[config.mk]
export PLATFORM = sky130hd
export DESIGN_NAME = fifo_sync_flat
export DESIGN_NICKNAME = d
export VERILOG_FILES = /design/src/rtl/fifo_sync_if.sv /design/src/rtl/fifo_sync.sv /design/src/flat_wrapper.sv
export SDC_FILE = /design/constraint.sdc
export NUM_CORES = 1
export LEC_CHECK = 0
export ABC_CLOCK_PERIOD_IN_PS = 3100
export CAP_MARGIN = 20
export CELL_PAD_IN_SITES_DETAIL_PLACEMENT = 1
export CELL_PAD_IN_SITES_GLOBAL_PLACEMENT = 1
export CORE_MARGIN = 2
export CORE_UTILIZATION = 35
export CTS_BUF_LIST = sky130_fd_sc_hd__clkbuf_16
export DETAILED_ROUTE_END_ITERATION = 10
export GPL_TIMING_DRIVEN = 1
export PLACE_DENSITY = 0.6
export REMOVE_ABC_BUFFERS = 1
export SYNTH_ARGS = -nofsm -noshare
export SYNTH_HDL_FRONTEND = slang
export SYNTH_SLANG_ARGS = --single-unit
export TNS_END_PERCENT = 50
[constraint.sdc]
create_clock -name clk -period 3.1 [get_ports clk]
set_input_delay 0.62 -clock clk [delete_from_list [all_inputs] [get_ports clk]]
set_output_delay 0.62 -clock clk [all_outputs]
set_load 0.02 [all_outputs]
[src/rtl/fifo_sync_if.sv]
// Handshake and status bundle for the single-clock FIFO.
// The master side writes and reads; the slave side is the FIFO itself.
interface fifo_sync_if #(
    parameter int DATA_WIDTH = 8,
    parameter int MEM_DEPTH  = 16
);
    localparam int CNT = $clog2(MEM_DEPTH + 1);

    logic                  wr_en;
    logic [DATA_WIDTH-1:0] din;
    logic                  full;
    logic                  almost_full;
    logic                  overflow;
    logic                  rd_en;
    logic [DATA_WIDTH-1:0] dout;
    logic                  empty;
    logic                  almost_empty;
    logic                  underflow;
    logic [CNT-1:0]        count;

    modport master (
        output wr_en, din, rd_en,
        input  full, almost_full, overflow, dout, empty, almost_empty, underflow, count
    );

    modport slave (
        input  wr_en, din, rd_en,
        output full, almost_full, overflow, dout, empty, almost_empty, underflow, count
    );
endinterface

[src/rtl/fifo_sync.sv]
// Single-clock FIFO using all MEM_DEPTH entries, with occupancy count,
// almost-full/almost-empty thresholds, error pulses and optional FWFT read.
module fifo_sync #(
    parameter int DATA_WIDTH = 8,
    parameter int MEM_DEPTH  = 16,
    parameter int FWFT       = 0,
    parameter int AF_LEVEL   = MEM_DEPTH - 2,
    parameter int AE_LEVEL   = 2
) (
    input  logic        clk,
    input  logic        rst,
    fifo_sync_if.slave  bus
);
    localparam int ADDR = $clog2(MEM_DEPTH);
    localparam int CNT  = $clog2(MEM_DEPTH + 1);

    localparam logic [CNT-1:0]  DEPTH_C  = CNT'(MEM_DEPTH);
    localparam logic [CNT-1:0]  AF_C     = CNT'(AF_LEVEL);
    localparam logic [CNT-1:0]  AE_C     = CNT'(AE_LEVEL);
    localparam logic [ADDR-1:0] LAST_PTR = ADDR'(MEM_DEPTH - 1);

    logic [DATA_WIDTH-1:0] mem [MEM_DEPTH];

    logic [ADDR-1:0] wr_ptr_q, wr_ptr_d;
    logic [ADDR-1:0] rd_ptr_q, rd_ptr_d;
    logic [CNT-1:0]  count_q, count_d;
    logic            overflow_q, overflow_d;
    logic            underflow_q, underflow_d;

    logic full, empty, wr_acc, rd_acc;

    // Flags are plain compares on the registered count.
    assign full   = (count_q == DEPTH_C);
    assign empty  = (count_q == '0);
    assign wr_acc = bus.wr_en && !full;
    assign rd_acc = bus.rd_en && !empty;

    always_comb begin
        wr_ptr_d    = wr_ptr_q;
        rd_ptr_d    = rd_ptr_q;
        count_d     = count_q;
        overflow_d  = bus.wr_en && full;
        underflow_d = bus.rd_en && empty;

        // Explicit wrap so non-power-of-two depths use every entry.
        if (wr_acc) begin
            wr_ptr_d = (wr_ptr_q == LAST_PTR) ? '0 : wr_ptr_q + ADDR'(1);
        end
        if (rd_acc) begin
            rd_ptr_d = (rd_ptr_q == LAST_PTR) ? '0 : rd_ptr_q + ADDR'(1);
        end

        case ({wr_acc, rd_acc})
            2'b10:   count_d = count_q + CNT'(1);
            2'b01:   count_d = count_q - CNT'(1);
            default: count_d = count_q;
        endcase
    end

    always_ff @(posedge clk) begin
        if (rst) begin
            wr_ptr_q    <= '0;
            rd_ptr_q    <= '0;
            count_q     <= '0;
            overflow_q  <= 1'b0;
            underflow_q <= 1'b0;
        end else begin
            wr_ptr_q    <= wr_ptr_d;
            rd_ptr_q    <= rd_ptr_d;
            count_q     <= count_d;
            overflow_q  <= overflow_d;
            underflow_q <= underflow_d;
        end
    end

    // Storage is never cleared; reset only forgets it by zeroing the pointers.
    always_ff @(posedge clk) begin
        if (!rst && wr_acc) begin
            mem[wr_ptr_q] <= bus.din;
        end
    end

    generate
        if (FWFT != 0) begin : g_fwft
            assign bus.dout = empty ? '0 : mem[rd_ptr_q];
        end else begin : g_std
            logic [DATA_WIDTH-1:0] rd_data_q;

            // Output register doubles as the RAM read register.
            always_ff @(posedge clk) begin
                if (rst) begin
                    rd_data_q <= '0;
                end else if (rd_acc) begin
                    rd_data_q <= mem[rd_ptr_q];
                end
            end

            assign bus.dout = rd_data_q;
        end
    endgenerate

    assign bus.full         = full;
    assign bus.empty        = empty;
    assign bus.almost_full  = (count_q >= AF_C);
    assign bus.almost_empty = (count_q <= AE_C);
    assign bus.overflow     = overflow_q;
    assign bus.underflow    = underflow_q;
    assign bus.count        = count_q;
endmodule

[src/flat_wrapper.sv]
// flat-port wrapper written by rule: the top's interface ports become plain ports
module fifo_sync_flat 
#(
    parameter int DATA_WIDTH = 8,
    parameter int MEM_DEPTH  = 16,
    parameter int FWFT       = 0,
    parameter int AF_LEVEL   = MEM_DEPTH - 2,
    parameter int AE_LEVEL   = 2
)
  (clk, rst, bus_wr_en, bus_din, bus_rd_en, bus_full, bus_almost_full, bus_overflow, bus_dout, bus_empty, bus_almost_empty, bus_underflow, bus_count);
  fifo_sync_if #(.DATA_WIDTH(DATA_WIDTH), .MEM_DEPTH(MEM_DEPTH)) bus_i ();
  input  logic clk;
  input  logic rst;
  input wire logic [$bits(bus_i.wr_en)-1:0] bus_wr_en;
  input wire logic [$bits(bus_i.din)-1:0] bus_din;
  input wire logic [$bits(bus_i.rd_en)-1:0] bus_rd_en;
  output wire logic [$bits(bus_i.full)-1:0] bus_full;
  output wire logic [$bits(bus_i.almost_full)-1:0] bus_almost_full;
  output wire logic [$bits(bus_i.overflow)-1:0] bus_overflow;
  output wire logic [$bits(bus_i.dout)-1:0] bus_dout;
  output wire logic [$bits(bus_i.empty)-1:0] bus_empty;
  output wire logic [$bits(bus_i.almost_empty)-1:0] bus_almost_empty;
  output wire logic [$bits(bus_i.underflow)-1:0] bus_underflow;
  output wire logic [$bits(bus_i.count)-1:0] bus_count;
  assign bus_i.wr_en = bus_wr_en;
  assign bus_i.din = bus_din;
  assign bus_i.rd_en = bus_rd_en;
  assign bus_full = bus_i.full;
  assign bus_almost_full = bus_i.almost_full;
  assign bus_overflow = bus_i.overflow;
  assign bus_dout = bus_i.dout;
  assign bus_empty = bus_i.empty;
  assign bus_almost_empty = bus_i.almost_empty;
  assign bus_underflow = bus_i.underflow;
  assign bus_count = bus_i.count;
  fifo_sync #(.DATA_WIDTH(DATA_WIDTH), .MEM_DEPTH(MEM_DEPTH), .FWFT(FWFT), .AF_LEVEL(AF_LEVEL), .AE_LEVEL(AE_LEVEL)) u_core (.clk(clk), .rst(rst), .bus(bus_i));
endmodule
==> results.ini <==
[routing]
wl_per_cell_um = 19.7
drt-total-wl_um = 12800
ant_nets = 0
dr.pass1.iters = 4
dr.first_iter.drc_count = 223
drcViolationCount = 0
num_vias = 3293
drt-vias-per-instance = 5.06

[clocking]
cts_resized = 0
cts_max_path_buffers = 2
cts-hold-fix-buffers = 0
post_cts_buffers = 0
clk_pin_slew_ns = 0.07
numCtsBuffers = 17
cts_tree = done
worstSkewPairLatency_ns = 0.42
cts.sinks = 151
cts_root_buf = clkbuf_16
cts-htree-levels = 4

[hold_path]
hold_path.class = reg -> reg
min_from = u_core.bus.dout[3]

[sta]
relSlewSlack_pct = 51.1
setup_violations = 0
rsz0062_at_grt = false
holdWs_ns = 0.491
report.final.slew_viol_count = 0
tightest_slew_ns = 0.733
clock_skew_ns = 0.0112
fin_crit_ns = 2.81
hold_viol_final = 0
fin_crit_sh_pct = 90.7
tns_ns = 0
fmax_ghz = 0.355

[cells_and_area]
area.growth.synth_to_final_pct = 21.2
antenna_cells = 0
multiInputGateArea_sq_um = 1630
nets = 432
layout-drive-gt1-share_pct = 20.7
layout_common_cells = 128 x edfxtp_1, 32 x nor2_1, 32 x mux4_2
fillers = 1669
layout.cells.most_common = edfxtp_1
seq_area_sq_um = 4310

[critical_path]
path_max_fanout = 11
setup.worst_path.end_class = primary output
crit_type = reg -> out
worstPathRequired_ns = 2.48
cp-startpoint = u_core.bus.count[1]
worstPathArrival_ns = 2.19
startpoint_type = flop
r2r-start = u_core.bus.count[0]

[floorplanning]
io_pins = 31
die-area_sq_um = 18300
row_count = 48
start_util_pct = 35.3
die_w_um = 135
die_h_um = 135
core_sq_um = 17100

[logic_synthesis]
synth_seq_cells = 151
synth-edff-count = 128
synth_flop_cell = edfxtp_1
synthArstFlopShare_pct = 0
synth_top_cell_by_area = edfxtp_1
netlist_instances = 361
syn_area_sq_um = 6050
avgSynthCellArea_sq_um = 16.8
synth_cell_types = 38
synth_area_leaders = edfxtp_1 64%, mux4_2 12%, dfxtp_1 7.6%, a22oi_1 2.0%, nor2_1 2.0%
ys_warn_count = 0
yosysTopAreaCellShare_pct = 63.6
seq_area_frac_synth_pct = 71.2

[global_routing]
antenna_found_initial = 0
grt_pass1_vias = 3526
grt_pass1_wl_um = 20300
grt.overflow.total = 0
grt_max_degree = 37
grt.total_usage_pct = 15.2

[place]
portBuffers = 30
gp_congestion = 0.755
dp_hpwl_um = 8570

[flow_run]
drv_cap = 0

[power]
ir_worst_vdd_mv = 0.415
design_power_total_w = 0.00596
p_leak_nw = 2.40
power_density_nw_per_um2 = 814

[run_status]
status = finished clean

-- cell families (layout without fill, tap and decap cells) --
| group | Yosys count | in the layout | synth area share [%] |
|---|---|---|---|
| flops | 151 | 151 | 71.2 |
| simple gates | 82 | 82 | 6.50 |
| compound gates | 51 | 51 | 5.52 |
| mux | 37 | 37 | 12.8 |
| buf+inv | 28 | 93 | 1.84 |
| fa+ha+maj | 7 | 7 | 1.45 |
| xor+xnor | 5 | 5 | 0.724 |
-- per-layer routing --
metal	up-vias	part of all wire, %	global-route usage (%)
li1	1516	-	-
met1	1710	47	20.0
met2	49	49	24.8
met3	18	2.6	3.03
met4	0	1.7	6.37
met5	-	0	0
-- through the flow --
step | utilization, % | setup slack (ns) | instance area (sq um) | cells
after global routing | 42.8 | 0.202 | 7330 | 651
after global placement | 39.4 | 0.170 | 6740 | 619
final | 42.8 | 0.287 | 7330 | 651
after CTS | 42.8 | 0.257 | 7330 | 651
after floorplan | - | 0.270 | 5960 | 339
after detailed placement | 39.4 | 0.0861 | 6740 | 619
-- where the power goes --
group,internal (W),total (W),leakage (nW),switching [W]
Combinational,0.000735,0.00151,0.756,0.000771
Sequential,0.00230,0.00242,1.34,0.000118
Clock,0.00126,0.00204,0.299,0.000782
-- area by class of cell --
| cell class | count | area share [%] |
|---|---|---|
| Inverter | 6 | 0.307 |
| Tap cell | 225 | 3.84 |
| Clock inverter | 15 | 2.22 |
| Clock buffer | 17 | 5.80 |
| Sequential cell | 151 | 58.7 |
| Multi-Input combinational cell | 182 | 22.3 |
| Timing Repair Buffer | 55 | 6.83 |
-- registers in the layout, summed over array words and instances (netlist names) --
| register | flops |
|---|---|
| u_core.bus.underflow | 1 |
| u_core.bus.dout | 8 |
| u_core.wr_ptr_q | 4 |
| u_core.mem | 128 |
| u_core.bus.overflow | 1 |
| u_core.rd_ptr_q | 4 |
| u_core.bus.count | 5 |
-- final timing paths --
check	endpoint	slack, ns	cells after the start
worst max register to register	u_core.bus.count[4]	0.46	12
worst max-delay path	bus_full	0.29	4
worst min register to register	u_core.bus.dout[3]	0.49	2
worst min-delay path	u_core.bus.dout[3]	0.49	2
-- cells in the mapped netlist (3+ instances only) --
cell type / instances
edfxtp_1: 128
ha_1: 7
nor2b_1: 3
a21boi_1: 4
a22oi_1: 16
xor2_1: 4
a21boi_0: 5
buf_2: 5
a21oi_1: 19
inv_1: 5
mux4_2: 32
buf_1: 3
nand2_1: 22
dfxtp_1: 23
mux2i_1: 3
clkbuf_1: 14
nor3_1: 7
nor2_1: 32
nand3_1: 3
nand2b_1: 4
-- critical path: stages (launching register included) --
cell and delay (ns):
dfxtp_1 0.34, buf_4 0.19, or4_1 0.53, nor2_1 0.11, clkdlybuf4s50_1 0.61
(Power assumes the default switching activity.)
==> edit, RTL diff (config.mk and constraints unchanged) <==
`FWFT` is set to 0 in 2 places; all go to 1.
--- a/src/rtl/fifo_sync.sv
+++ b/src/rtl/fifo_sync.sv
@@ -3,7 +3,7 @@
 module fifo_sync #(
     parameter int DATA_WIDTH = 8,
     parameter int MEM_DEPTH  = 16,
-    parameter int FWFT       = 0,
+    parameter int FWFT       = 1,
     parameter int AF_LEVEL   = MEM_DEPTH - 2,
     parameter int AE_LEVEL   = 2
 ) (
--- a/src/flat_wrapper.sv
+++ b/src/flat_wrapper.sv
@@ -3,7 +3,7 @@
 #(
     parameter int DATA_WIDTH = 8,
     parameter int MEM_DEPTH  = 16,
-    parameter int FWFT       = 0,
+    parameter int FWFT       = 1,
     parameter int AF_LEVEL   = MEM_DEPTH - 2,
     parameter int AE_LEVEL   = 2
 )
Behaviour: not the same (a bounded check fails within 4 cycles, from zero or initial values and one cycle with rst high).
==> edit against the original RTL <==
- routed wire length grew 4.8%
- count of clock-buffer cells in the layout is the same
- clock power grew 8%
- non-clock buffer count grew 13
- power grew 3.3%
- clock skew shrank 0.0053 ns
- synthesized area shrank 1.9%
- die area shrank 1.9%
- sequential cell count shrank 4
- worst setup slack lost 0.23 ns
- design area grew 0.77%
- cell count shrank 4.1%
- via count shrank 3.1%
- critical endpoint is now bus_dout[5]
- largest power group unchanged
==> edit: results (changes against the original RTL) <==
metric,value,unit,change
skew,0.00589,ns,was 0.0112 ns
first_iter_violations,242,,was 223
r2r-start,u_core.bus.count[0],,unchanged
cp.arrival,2.43,ns,was 2.19 ns
fillerInstances,1602,,was 1669
layout.nets,410,,was 432
grt_antenna_before_repair,0,,unchanged
grt_pass1_wl,20.6,mm,was 20.3 mm
routed_via_density,5.11,,was 5.06
power_leakage,2.44,nW,was 2.40 nW
drive_above_1_share,30.0,%,was 20.7%
dpl.hpwl,8.59,mm,was 8.57 mm
synth_common_cells,"128 x edfxtp_1, 40 x mux4_2, 27 x nor2_1",,"was 128 x edfxtp_1, 32 x mux4_2, 32 x nor2_1"
finalCritPeriodShare,98.2,%,was 90.7%
cts_buffers,17,,unchanged
critPathTopFamily,multiplexers,,was buffers and inverters
use_met2,26.5,%,was 24.8%
synth_compound_gate_area_share,2.38,%,was 5.52%
synth_cell_types,40,,was 38
clk_latency,0.42,ns,about the same
gr-usage-met1,20.4,%,was 20.0%
synth-edff-count,128,,unchanged
dr.pass1.iters,4,,unchanged
routed_wl,13.4,mm,was 12.8 mm
slowest_stage,mux4_2,,was clkdlybuf4s50_1
seq_area_frac_synth,71.2,%,about the same
max_stage_delay,0.53,ns,was 0.61 ns
holdPathStages,2,,unchanged
dp_slack,0.0513,ns,was 0.0861 ns
gp_congestion,0.769,,was 0.755
worst_r2r_endpoint,u_core.bus.count[3],,was u_core.bus.count[4]
use_met3,3.70,%,was 3.03%
synthAdderAreaFrac,1.48,%,was 1.45%
hold_ws,0.521,ns,was 0.491 ns
cp_max_fo,8,,was 11
grt_util_all_layers,16.1,%,was 15.2%
dp.cells,589,,was 619
synth_mux_area_share,16.1,%,was 12.8%
status,finished clean,,unchanged
regToRegSetupSlack,0.34,ns,was 0.46 ns
antenna_cells,0,,unchanged
grt_pass1_vias,3490,,was 3526
place_area,0.00671,mm²,was 0.00674 mm²
grt_start_max_net_pins,33,,was 37
holdPathEnd,u_core.wr_ptr_q[1],,was u_core.bus.dout[3]
worstMarginPinSlew,0.592,ns,was 0.733 ns
synth_xor_area_share,0.739,%,was 0.724%
synthTopCellsByArea,"edfxtp_1 65%, mux4_2 15%, dfxtp_1 6.4%, nor2_1 1.7%, ha_1 1.5%",,"was edfxtp_1 64%, mux4_2 12%, dfxtp_1 7.6%, a22oi_1 2.0%, nor2_1 2.0%"
synth_top_family_by_area,multiplexers,,unchanged
hold_path_class,reg2reg,,unchanged
worst-r2r-cell-count,8,,was 12
holdCritStartpoint,u_core.wr_ptr_q[1],,was u_core.bus.dout[3]
synth_cells,321,,was 361
peakVddDrop,478,µV,was 415 µV
dr_total_vias,3191,,was 3293
[edit: changes by cell type in the layout (fill, tap and decap cells not counted), moves of 8 or more]
cell             delta
mux4_2              +8
nand2_1             -8
a22oi_1            -16
buf_4               +9
clkdlybuf4s50_1     -8
a21oi_1            -13
[edit: where the power goes]
part / total [W] / internal [W] / switching [W] / leakage (nW)
Combinational: 0.00166 / 0.000833 / 0.000829 / 0.826
Sequential: 0.00229 / 0.00223 / 0.0000649 / 1.31
Clock: 0.00221 / 0.00142 / 0.000790 / 0.308
Total: 0.00616 / 0.00448 / 0.00168 / 2.44
[edit: worst register-to-register path, cell delays in order, from the launching register on]
cell and delay [ns]:
dfxtp_1 0.32, or4_4 0.57, o21ai_1 0.19, ha_1 0.24
or3b_2 0.47, nor2_1 0.13, a21oi_1 0.06, o32ai_1 0.31
mux2_1 0.35
[edit: per-layer routing]
layer,up-vias,routed length (µm)
met1,1673,5850
met5,-,0
li1,1425,-
met4,0,316
met3,23,385
met2,70,6860
[edit: layout make-up]
type / count / area (µm²) / share of cell area (%)
clock inverter: 15 / 214 / 2.90
clock buffer: 17 / 425 / 5.76
multi-input combinational: 150 / 1600 / 21.6
inverter: 7 / 26.3 / 0.356
sequential: 147 / 4230 / 57.2
tap: 220 / 275 / 3.73
timing repair buffer: 68 / 621 / 8.40
[edit: worst max path at each step]
stage,start,endpoint,depth (start not counted)
after floorplan,register,bus_dout[0],3
after global placement,bus_rd_en,u_core.bus.count[3],9
after detailed placement,bus_rd_en,u_core.bus.count[3],9
after CTS,register,bus_dout[5],5
after global routing,register,bus_dout[5],5
final,register,bus_dout[5],5
[edit: repair_timing]
item,CTS,global route
gates cloned,1,0
hold buffers,0,0
pin swaps,0,0
setup buffers,1,1
gates resized for setup,19,10
setup endpoints to repair,8,8
